<file path="config.mk">
export PLATFORM = sky130hd
export DESIGN_NAME = id_ex_stage_reg
export DESIGN_NICKNAME = d
export VERILOG_FILES = /design/src/rtl/id_ex_stage_reg.sv
export SDC_FILE = /design/constraint.sdc
export NUM_CORES = 1
export LEC_CHECK = 0
export ABC_AREA = 1
export CAP_MARGIN = 40
export CORE_UTILIZATION = 25
export DETAILED_ROUTE_END_ITERATION = 10
export SYNTH_ARGS = -nofsm -noshare
export SYNTH_HDL_FRONTEND = slang
export SYNTH_SLANG_ARGS = --single-unit
export TNS_END_PERCENT = 1
</file>
<file path="constraint.sdc">
create_clock -name clk -period 7.5 [get_ports clk]
set_input_delay 1.5 -clock clk [delete_from_list [all_inputs] [get_ports clk]]
set_output_delay 1.5 -clock clk [all_outputs]
set_load 0.02 [all_outputs]
</file>
<file path="src/rtl/id_ex_stage_reg.sv">
// ID/EX pipeline register: captures decoded operands and control for EX.
// Handles load-use bubbles, branch flushes (deferred across a hold), freezes, and hazard counters.
module id_ex_stage_reg #(
   parameter int DATA_W = 32,
   parameter int CNT_W  = 16
) (
   input  logic              clk,
   input  logic              reset,
   input  logic              ID_EX_stall,
   input  logic              ID_EX_flush,
   input  logic              hold,
   input  logic [DATA_W-1:0] IR_IF_ID_out,
   input  logic [DATA_W-1:0] PC_IF_ID_out,
   input  logic [DATA_W-1:0] rs_data_in,
   input  logic [DATA_W-1:0] rt_data_in,
   input  logic [DATA_W-1:0] imm_ext_in,
   input  logic [11:0]       ctrl_in,
   output logic [DATA_W-1:0] IR_ID_EX_out,
   output logic [DATA_W-1:0] PC_ID_EX_out,
   output logic [DATA_W-1:0] rs_data_out,
   output logic [DATA_W-1:0] rt_data_out,
   output logic [DATA_W-1:0] imm_ext_out,
   output logic [11:0]       ctrl_out,
   output logic              MemRead_ID_EX_out,
   output logic              valid_ID_EX_out,
   output logic [CNT_W-1:0]  bubble_count,
   output logic [CNT_W-1:0]  flush_count
);

   localparam logic [CNT_W-1:0] CNT_MAX = '1;

   logic flush_pending;
   logic do_flush;

   // A flush seen during a hold is remembered and applied on the first released edge.
   assign do_flush = ID_EX_flush | flush_pending;

   always_ff @(posedge clk or posedge reset) begin
      if (reset) begin
         IR_ID_EX_out    <= '0;
         PC_ID_EX_out    <= '0;
         rs_data_out     <= '0;
         rt_data_out     <= '0;
         imm_ext_out     <= '0;
         ctrl_out        <= '0;
         valid_ID_EX_out <= 1'b0;
         bubble_count    <= '0;
         flush_count     <= '0;
         flush_pending   <= 1'b0;
      end else if (hold) begin
         if (ID_EX_flush)
            flush_pending <= 1'b1;
      end else if (do_flush) begin
         IR_ID_EX_out    <= '0;
         PC_ID_EX_out    <= '0;
         rs_data_out     <= '0;
         rt_data_out     <= '0;
         imm_ext_out     <= '0;
         ctrl_out        <= '0;
         valid_ID_EX_out <= 1'b0;
         flush_pending   <= 1'b0;
         if (flush_count != CNT_MAX)
            flush_count <= flush_count + 1'b1;
      end else if (ID_EX_stall) begin
         IR_ID_EX_out    <= '0;
         PC_ID_EX_out    <= '0;
         rs_data_out     <= '0;
         rt_data_out     <= '0;
         imm_ext_out     <= '0;
         ctrl_out        <= '0;
         valid_ID_EX_out <= 1'b0;
         if (bubble_count != CNT_MAX)
            bubble_count <= bubble_count + 1'b1;
      end else begin
         IR_ID_EX_out    <= IR_IF_ID_out;
         PC_ID_EX_out    <= PC_IF_ID_out;
         rs_data_out     <= rs_data_in;
         rt_data_out     <= rt_data_in;
         imm_ext_out     <= imm_ext_in;
         ctrl_out        <= ctrl_in;
         valid_ID_EX_out <= 1'b1;
      end
   end

   assign MemRead_ID_EX_out = ctrl_out[10];

endmodule

</file>
### Yosys cells after proc, flatten, opt, wreduce, memory -nomap -nowiden

Cells that the tools add are included.

| cells by class | value |
|---|---|
| $add $sub $neg | 2 |
| eq/ne operators | 3 |
| bitwise logic cells | 3 |
| reductions and logical operators | 4 |
| muxes and demuxes | 17 |

Operators with widths:

| cell | count |
|---|---|
| 32-bit 2-to-1 mux | 10 |
| 16-bit by 1-bit adder with 16-bit output (second input constant) | 2 |
| 16-bit inequality test (second input constant) | 2 |
| 12-bit 2-to-1 mux | 2 |
| 1-bit 2-to-1 mux | 5 |
| 4-bit AND reduction | 1 |
| 3-bit AND reduction | 1 |
| 2-bit inequality test (second input constant) | 1 |
| 1-bit inverter | 2 |
| 2-bit AND reduction | 1 |
| 2-bit nonzero test | 1 |
| 1-bit OR | 1 |

| word-level totals | value |
|---|---|
| logic and storage cells | 39 |
| output and inout bits | 206 |
| bits in registers | 206 |
| bits of input ports | 177 |

### Logic depth before layout (Yosys ltp)

| depth | value |
|---|---|
| depth in word-level cells | 3 |
| gate-level depth with buffers | 10 |

### Worst setup path after synthesis

OpenSTA, ideal clock, no wires.

| timing | value |
|---|---|
| kind | input port to flip-flop |
| start point | in ID_EX_flush |
| end point | reg bubble_count[13] |
| slack | 5075 ps |
| setup time | 117 ps |
| buffers on the path | 1 |
| data arrival time | 2308 ps |
| cell stages on the path | 9 |
| required time | 7383 ps |
| path through | nor2_2 nand2_2 inv_2 buf_4 nand3_1 nor2_1 nand2_1 nand2_1 nand2_1 |

| on the way | value |
|---|---|
| longest elaborated chain between the ends | 3 |

RTL lines:

| what | line | source |
|---|---|---|
| from (decl) | 10 | `input logic ID_EX_flush,` |
| 1-bit OR | 36 | `assign do_flush = ID_EX_flush \| flush_pending;` |
| 1-bit inverter (no source line) | -- |  |
| 4-bit AND reduction (no source line) | -- |  |
| to (signal assigned) | 73 | `bubble_count <= bubble_count + 1'b1;` |
| to (decl) | 26 | `output logic [CNT_W-1:0] bubble_count,` |

No other way between the ends.
A chain may end at the register's enable or synchronous reset.

### Worst setup path in the final report

| timing | value |
|---|---|
| start point | in ID_EX_flush |
| end point | reg rt_data_out[19] |

| on the way | value |
|---|---|
| longest elaborated chain between the ends | 2 |

RTL lines:

| what | line | source |
|---|---|---|
| 1-bit OR | 36 |  |
| 32-bit 2-to-1 mux | 53 | `end else if (do_flush) begin` |
| to (signal assigned) | 78 | `rt_data_out <= rt_data_in;` |
| to (decl) | 21 | `output logic [DATA_W-1:0] rt_data_out,` |

No other way between the ends.

==> results list <==
- In this run the post-CTS setup repair buffer count came out at 0.
* Pwr Density: 219.1 nW/µm²
- Worst hold path depth: 2
* Global-route wire length before repair: 45.60 mm
- Grouping stages by cell kind, the critical path spends the most delay in buffers and inverters.
- No sink is reached through more buffers than the 3 on the longest clock path.
* Largest net degree at the start of global routing: 90
- Clock root buffer master: clkbuf_16
* Number of antenna violations at the first check in global routing: 1
- Counting every net in the synthesized netlist gives 1,234.
- Main synth FF type: dfrtp_1
- Clock-pin slew was measured on the worst setup and hold paths at 60 ps.
* Max stage delay cell, worst path: buf_4
- The die covers 36,160 µm².
- Vias in the first global route: 8,224
- Data on the critical path arrives at its endpoint at 3860 ps.
- Largest incremental delay on the critical path: 750 ps
- Fraction of layout cells with a size suffix above 1: 0.05385
* Register bit total from synthesis: 206
- After filler insertion, the fill cell instance count of the layout stands at 3,457.
- Cells on worst reg2reg path: 6
- Gate Count Post-Synth: 1,055
- For this design the static power due to leakage is 6.635 nW.
- Fraction of registers with async set/reset: 1.000
* Worst-case vdd ir drop: 0.1322 mV
- Width of the die: 190.2 µm
- The flow ran to the end, and the final reports show no timing, DRC or antenna violations.
- The number of clock buffers added by TritonCTS is 25.
- Reg-to-reg endpoint: rt_data_out[19]
- Slew @ Worst Pin: 899.8 ps
- Number of maximum-capacitance violations: 0
- Critical hold path startpoint: rs_data_out[22]
* Setup repair after global routing missed its margin: false
- The min-delay analysis places its worst path in the category flop to flop.
- Detailed Route WL: 29.34 mm
* Worst slew slack as a fraction of its limit: 0.4001
* Most frequently used cell type in the post-synthesis netlist: nand2_1
- Core box area: 34,710 µm²
- The detail route stage leaves a number of antenna-violating nets equal to 0.
* Setup-violating endpoint count in the final report: 0
- Timing would allow up to 0.2943 GHz.
- The net count of the finished layout is 1,591.
* Remaining Overflow, GRT: 0
* Capturing element type of the critical path: flop
- In the final routed layout, each cell accounts on average for 15.56 µm.
- Synth unique cells: 24
* Most used standard cells in the synthesized netlist: nand2_1, dfrtp_1, nand3_1
- Biggest area contributors in the synthesized netlist: dfrtp_1, nand2_1, nand3_1, buf_2, inv_1
- Row generation in the floorplan step produced 68 rows.
- The share of synthesized area in the top cell type comes to 0.5823.
- Measured along the y axis, the die boundary spans 190.2 µm.
* Drt drc: 0
- Boundary Pins: 383
- Hpwl dp: 20.08 mm
- Crit Path Category: input pin to flop
- The worst hold path terminates at rs_data_out[22].
- Fin Clk Skew: 14.57 ps
- Overall via count from detail_route: 8,304
- Finished layout cell area: 13,950 µm²
* Final cycle utilization of the critical path: 0.4530
- Post-synth top area cell: dfrtp_1
* Violation count after the first detailed-route iteration: 421
- The Yosys step of the flow raised 0 warnings.
- Hold Buf Count CTS: 0
* IO Port Bufs: 382
- Largest fanout of any net on the critical path: 82
- Using the TritonRoute via totals, the vias-per-cell ratio works out to 4.405.
- Critical path startpoint category: input pin
- Placed Instance Area: 13,060 µm²
- Detailed-router iteration count before antenna repair: 5
* Buf+Inv Stages, Crit Path: 3
- Routability-driven placement finished with a final weighted congestion of 0.8415.
- Hold Violations, Final: 0
- The synthesized netlist occupies a cell area of 8852 µm².
- Gates resized during post-CTS repair numbered 0.
* Source-to-sink clock delay at the later pin of the worst-skew pair: 530 ps
* Avg Cell Area, Syn: 8.391 µm²
- The worst register-to-register path has a setup slack of 5180 ps.
- Final core area utilization: 0.4018
- For this run, the register share of the synthesized area comes to 0.5823.
* Post-synthesis to final-layout area growth: 57.57%
- For this configuration, the core starts out at a cell density of 0.2550.
* Number of pins with negative max-slew slack in the final report: 0
* Number of flops mapped to enable cells by yosys: 0
* Setup_tns: 0 ps
- CTS built an H-tree with a depth of 1.
- CTS tree: done
- Number of diodes: 0
* Cells along the critical path: clkdlybuf4s50_1 > nor2_2 > nand2_2 > inv_4 > buf_4 > nand3_1 > nand2_1
- Global-route usage over all layers: 0.1574
* Launching point of the worst reg2reg path: flush_pending
- Subtracting the final worst setup slack from the clock period gives 3398 ps.
* Worst Path Required: 7960 ps
* TritonCTS Sinks: 206
-- cell type report --
class | count | area [µm²] | share of cell area
sequential | 206 | 5155 | 0.3696
timing repair buffer | 392 | 3920 | 0.2810
multi-input combinational | 753 | 3271 | 0.2345
clock buffer | 31 | 688.2 | 0.04934
tap | 455 | 569.3 | 0.04081
clock inverter | 14 | 202.7 | 0.01453
inverter | 34 | 142.6 | 0.01023
-- registers in the layout, summed over array words and instances (netlist names) --
name             count
IR_ID_EX_out        32
PC_ID_EX_out        32
bubble_count        16
ctrl_out            12
flush_count         16
flush_pending        1
imm_ext_out         32
rs_data_out         32
rt_data_out         32
valid_ID_EX_out      1
-- where the power goes --
group	internal [mW]	switching (mW)	leakage [nW]	total (mW)
registers	1.18	0.0652	2.80	1.24
logic	0.245	0.267	3.39	0.512
clock network	0.821	0.479	0.446	1.30
total	2.24	0.812	6.64	3.06
-- logic make-up (layout without fill, tap and decap cells) --
group,Yosys count,count (layout),share of synthesized area
DFF,206,206,0.5823
and+or+nand+nor,734,734,0.3519
AOI/OAI and AO/OA,9,9,0.006784
xor gates and xnor gates,8,8,0.007916
buffers and inverters,96,471,0.04820
adders and majority gates,2,2,0.002826
-- worst max path at each step --
stage / from / end / slack [ps] / depth (start not counted)
final: ID_EX_flush / rt_data_out[19] / 4100 / 7
after floorplan: reset / IR_ID_EX_out[0] / 380 / 1
after detailed placement: ID_EX_flush / rs_data_out[4] / 3550 / 7
after global placement: ID_EX_flush / rs_data_out[0] / 3590 / 7
after CTS: ID_EX_flush / imm_ext_out[0] / 4110 / 7
after global routing: ID_EX_flush / rs_data_out[4] / 3910 / 7
-- cell usage in the layout, fill, tap and decap left out, types with 3 or more instances in the layout --
cell type and n:
xor2_1 3, clkbuf_16 25, dfrtp_1 206, nand3b_1 5
o21ai_0 5, o21ai_2 4, nand4_1 8, bufinv_16 5
nand2_1 473, nor3_1 4, xnor2_1 5, nor2_4 4
clkbuf_8 4, clkdlybuf4s50_1 381, nor2_2 4, nor2_1 31
clkinv_2 7, buf_4 9, nand3_1 199, inv_1 29
nand2_2 3, inv_6 3
-- worst min-delay path: stages, from the launching register on --
cell     delay [ps]
dfrtp_1         340
nand2_1          50
nand2_1          50
-- stage by stage --
| step | hold WS (ps) | total power, mW | cells | setup slack (ps) |
|---|---|---|---|---|
| final | 474.1 | 3.056 | 1885 | 4102 |
| after global routing | 489.0 | 3.196 | 1885 | 3906 |
| after CTS | 477.3 | 3.113 | 1885 | 4111 |
| after detailed placement | 463.9 | 1.782 | 1840 | 3554 |
| after global placement | 460.5 | 1.774 | 1838 | 3590 |
| after floorplan | 475.9 | 1.487 | 1055 | 375.9 |
-- per-layer routing --
layer / share of wire / wire [µm] / vias to the layer above / GRT usage
met4: 0.017 / 485 / 2 / 0.03477
met3: 0.10 / 2986 / 32 / 0.05811
li1: - / - / 4074 / -
met2: 0.46 / 13510 / 326 / 0.2573
met5: 0.00037 / 11 / - / 0
met1: 0.42 / 12340 / 3870 / 0.1972
Note: power is estimated with default switching activity, not from simulation.
